### src/rtl/serial_subtractor.sv
// serial_subtractor: bit-serial a - b - bin, LSB first, one bit per clock.
// Single full-subtractor cell plus a registered borrow; start/done handshake.
// Ports:
//   clk, rst           : clock, asynchronous active-high reset
//   start              : request, sampled only in IDLE
//   a, b, bin          : operands and borrow-in, captured on acceptance
//   busy               : high while bits are processed (WIDTH cycles)
//   done               : one-cycle pulse, result valid
//   diff, bout         : registered result and MSB borrow-out
//   ovf                : signed overflow (only with SERIAL_SUB_OVF_EN)
// Build option: define SERIAL_SUB_OVF_EN to add the ovf port and its logic.
module serial_subtractor #(
  parameter int WIDTH = 8
) (
  input  logic             clk,
  input  logic             rst,
  input  logic             start,
  input  logic [WIDTH-1:0] a,
  input  logic [WIDTH-1:0] b,
  input  logic             bin,
  output logic             busy,
  output logic             done,
  output logic [WIDTH-1:0] diff,
  output logic             bout
`ifdef SERIAL_SUB_OVF_EN
  ,
  output logic             ovf
`endif
);

  localparam int CW = (WIDTH > 1) ? $clog2(WIDTH) : 1;

  typedef enum logic [1:0] {
    S_IDLE,
    S_RUN,
    S_DONE
  } state_t;

  state_t r_state;
  state_t w_state_nxt;

  logic [WIDTH-1:0] r_a_sr;
  logic [WIDTH-1:0] r_b_sr;
  logic [WIDTH-1:0] r_r_sr;
  logic [WIDTH-1:0] r_diff;
  logic             r_brw;
  logic             r_bout;
  logic [CW-1:0]    r_cnt;

  logic             w_x;
  logic             w_y;
  logic             w_d;
  logic             w_brw_nxt;
  logic             w_last;
  logic [WIDTH-1:0] w_r_nxt;

  // Full-subtractor cell on the current LSBs.
  assign w_x       = r_a_sr[0];
  assign w_y       = r_b_sr[0];
  assign w_d       = w_x ^ w_y ^ r_brw;
  assign w_brw_nxt = (~w_x & w_y) | (w_y & r_brw) | (~w_x & r_brw);
  assign w_last    = (r_cnt == CW'(WIDTH - 1));
  // Result bits enter at the MSB so the LSB ends up at bit 0.
  assign w_r_nxt   = {w_d, r_r_sr[WIDTH-1:1]};

  always_ff @(posedge clk or posedge rst) begin
    if (rst) begin
      r_state <= S_IDLE;
    end else begin
      r_state <= w_state_nxt;
    end
  end

  always_comb begin
    w_state_nxt = r_state;
    busy        = 1'b0;
    done        = 1'b0;
    unique case (r_state)
      S_IDLE: begin
        if (start) begin
          w_state_nxt = S_RUN;
        end
      end
      S_RUN: begin
        busy = 1'b1;
        if (w_last) begin
          w_state_nxt = S_DONE;
        end
      end
      S_DONE: begin
        done        = 1'b1;
        w_state_nxt = S_IDLE;
      end
      default: begin
        w_state_nxt = S_IDLE;
      end
    endcase
  end

  always_ff @(posedge clk or posedge rst) begin
    if (rst) begin
      r_a_sr <= '0;
      r_b_sr <= '0;
      r_r_sr <= '0;
      r_brw  <= 1'b0;
      r_cnt  <= '0;
      r_diff <= '0;
      r_bout <= 1'b0;
    end else begin
      unique case (r_state)
        S_IDLE: begin
          if (start) begin
            r_a_sr <= a;
            r_b_sr <= b;
            r_brw  <= bin;
            r_cnt  <= '0;
          end
        end
        S_RUN: begin
          r_a_sr <= r_a_sr >> 1;
          r_b_sr <= r_b_sr >> 1;
          r_r_sr <= w_r_nxt;
          r_brw  <= w_brw_nxt;
          r_cnt  <= r_cnt + 1'b1;
          if (w_last) begin
            r_diff <= w_r_nxt;
            r_bout <= w_brw_nxt;
          end
        end
        default: begin
        end
      endcase
    end
  end

`ifdef SERIAL_SUB_OVF_EN
  logic r_ovf;

  // Borrow into the MSB is r_brw on the last bit; borrow out is w_brw_nxt.
  always_ff @(posedge clk or posedge rst) begin
    if (rst) begin
      r_ovf <= 1'b0;
    end else if (r_state == S_RUN && w_last) begin
      r_ovf <= r_brw ^ w_brw_nxt;
    end
  end

  assign ovf = r_ovf;
`endif

  assign diff = r_diff;
  assign bout = r_bout;

endmodule

### config.mk
export PLATFORM = sky130hd
export DESIGN_NAME = serial_subtractor
export DESIGN_NICKNAME = d
export VERILOG_FILES = /design/src/rtl/serial_subtractor.sv
export SDC_FILE = /design/constraint.sdc
export NUM_CORES = 1
export LEC_CHECK = 0
export ABC_CLOCK_PERIOD_IN_PS = 1800
export BUFFER_PORTS_ARGS = -buffer_cell sky130_fd_sc_hd__buf_4
export CORE_MARGIN = 3
export CORE_UTILIZATION = 55
export DETAILED_ROUTE_END_ITERATION = 10
export PLACE_DENSITY_LB_ADDON = 0.15
export SYNTH_ARGS = -nofsm -noshare
export SYNTH_HDL_FRONTEND = slang
export SYNTH_SLANG_ARGS = --single-unit
### constraint.sdc
create_clock -name clk -period 1.8 [get_ports clk]
set_input_delay 0.09 -clock clk [delete_from_list [all_inputs] [get_ports clk]]
set_output_delay 0.09 -clock clk [all_outputs]
set_load 0.1 [all_outputs]
==> results_dict.tcl <==
set metrics [dict create \
    finalMaxSlewViolations 0 \
    r2r_start "r_state[0]" \
    dieArea_sq_um 4330 \
    period_needed_ns 1.68 \
    cpPeakStageDelay_ns 0.37 \
    io_buffers 30 \
    clk_pin_slew_ns 0.12 \
    r2r_end "r_cnt[0]" \
    hpwl_um 2240 \
    vias_per_cell 5.26 \
    dpl_cell_area_sq_um 2200 \
    synthTopCellsByArea "dfrtp_1 48%, nor4b_2 6.9%, a211oi_2 6.4%, mux2_4 6.1%, nor3b_1 5.3%" \
    wirelength_um 3320 \
    n_antenna_cell 0 \
    syn_inst 145 \
    area_growth_pct 18.1 \
    clock_latency_ns 0.35 \
    synth_xor_area_frac 0 \
    fmax_ghz 0.597 \
    nets 204 \
    timing.final.ws_setup_ns 0.124 \
    grt_usage 0.183 \
    fin_area_sq_um 2320 \
    cp_num_buf_inv 2 \
    synth_top_family_by_area "simple AND/OR/NAND/NOR gates" \
    status "complete, no violations" \
    routedWlPerCell_um 14.6 \
    synth.largest_area_cell "dfrtp_1" \
    globalplace.congestion 0.708 \
    min_period_over_period 0.931 \
    synthSimpleGateAreaFrac 0.173 \
    min_path_cells 3 \
    yosysWarnings 0 \
    drive_gt1_frac 0.456 \
    fp.dieW_um 65.8 \
    root_buffer "clkbuf_4" \
    gr-total-overflow 0 \
    leakagePower_nw 1.08 \
    initialDrtViolationCount 73 \
    synth_fa_ha_area_frac 0.0229 \
    place_ws_ns 0.124 \
    cts_tree "done" \
    fin_util 0.685 \
    top_level_ports 31 \
    hp-class "in -> reg" \
    grt_max_degree 39 \
    whs_endpoint "r_state[0]" \
    drc 0 \
    worst_r2r_path_depth 2 \
    path_common_cell "buf_4" \
    slowest_stage "dfrtp_1" \
    cp.required_ns 1.71 \
    htree_levels 2 \
    max-slew-margin-rel 0.252 \
    endpoint_kind "primary output" \
    cts_buffers 5 \
    cts_sinks 38 \
    r2r_slack_ns 0.14 \
    crit_type "reg -> out" \
    clockBufferDepth 2 \
    grt_antenna_before_repair 0 \
    synth_cell_type_count 28 \
    hp-start "start" \
    setup_viol 0 \
    powerDensity_nw_per_um2 1980 \
    vdd_ir_drop_max_v 0.000825 \
    cp.depth 3 \
    path_cells "buf_4, nor2b_4, buf_4" \
    fin_skew_ns 0.0147 \
    crit_family "buffers and inverters" \
    start_util 0.580 \
    start_kind "flop" \
    num_vias 1199 \
    synth_mux_area_frac 0.111 \
    synthesis.nets 168 \
    dp_cells 216 \
    grt_pass1_wl_um 5910 \
    syn_avg_cell_area_sq_um 13.6 \
    finalPower_mw 4.60 \
    synth_seq_cells 38 \
    core_sq_um 3390 \
    rsz0062_at_grt "true" \
    arrival_ns 1.59 \
    dr.pass1.iters 4 \
    synth_top_area_share 0.484 \
    die_h_um 65.8 \
    hold_viol 0 \
    synth_compound_area_frac 0.123 \
    seq_area_frac_synth 0.484 \
    rows 21 \
    worst_pin_slew_ns 1.12 \
    max-cap-violations 0 \
    cp_max_fo 31 \
    postRouteAntennaNets 0 \
    synth_area_sq_um 1970 \
    grt_pass1_vias 1252 \
    final_cells 228 \
]
## logic make-up after synthesis
family	count (synthesis)
multiplexers	17
flip-flops	38
buffers and inverters	30
AND/OR/NAND/NOR	36
AO/OA/AOI/OAI	21
adder cells (fa/ha/maj)	3
## worst max path at each step
stage / to / from / slack [ns]
floorplan: done / r_state[1] / 0.14
global placement: r_cnt[0] / r_state[0] / 0.17
detailed placement: r_a_sr[5] / r_state[0] / 0.12
CTS: busy / r_state[0] / 0.1
global route: r_a_sr[5] / r_state[0] / -0.02
finish: busy / r_state[0] / 0.12
## synth_stat cells (all sizes together)
cell and instances:
a211oi 10, a21oi 1, a221oi 4, a222oi 1, a22o 4, buf 9, clkbuf 2, dfrtp 38
fa 1, ha 2, inv 19, mux2 15, mux2i 2, nand2b 2, nand3b 1, nor2 1
nor2b 7, nor3b 15, nor4b 10, o21bai 1
## through the flow
stage	TNS (ns)	hold slack (ns)
global placement	0	0.234
CTS	0	0.0589
global route	-0.0193	0.0580
detailed placement	0	0.239
finish	0	0.0787
floorplan	0	0.223
## layout by cell type (no fill, tap or decap), types with 3 or more instances in the layout
master         instances
dfrtp_1               38
inv_1                 18
dlygate4sd3_1          3
clkbuf_4               5
mux2_1                 6
a211oi_2              10
nor3b_1               14
a221oi_2               4
a22o_1                 4
nor2b_1                5
mux2_4                 8
nor4b_2                9
buf_4                 37
## report_power, final
group / switching (mW) / internal, mW
Clock: 0.293 / 0.291
Combinational: 1.60 / 0.906
Sequential: 0.237 / 1.27
Total: 2.13 / 2.47
## area by class of cell
class                   count  area [sq um]
fillers                   257          1070
clock inverters             3          45.0
clock buffers               5          37.5
inverters                  19          71.3
multi-input cells          77           852
flip-flops and latches     38           951
repair buffers             40           308
well taps                  46          57.6
## registers in the layout, summed over array words and instances (netlist names)
signal,count
bout,1
r_state,2
diff,8
r_brw,1
r_a_sr,8
r_cnt,3
r_r_sr,7
r_b_sr,8
## worst min-delay path, stage by stage
cell	delay (ns)
buf_4	0.17
nand2b_1	0.08
a21oi_1	0.05
## routing by layer
| metal | GRT usage | vias to the layer above | wire (um) |
|---|---|---|---|
| met5 | 0 | - | 0 |
| met4 | 0.0699 | 0 | 49 |
| met3 | 0.0510 | 5 | 147 |
| met2 | 0.287 | 29 | 1640 |
| met1 | 0.240 | 581 | 1480 |
| li1 | - | 584 | - |
## repair_timing
item	in CTS	in global routing
hold endpoints to repair	40	0
hold buffers	3	0
setup endpoints to repair	1	1
resized for setup	0	0
setup buffers	1	0
cloned	0	0
Power figures use the tool's default switching activity.
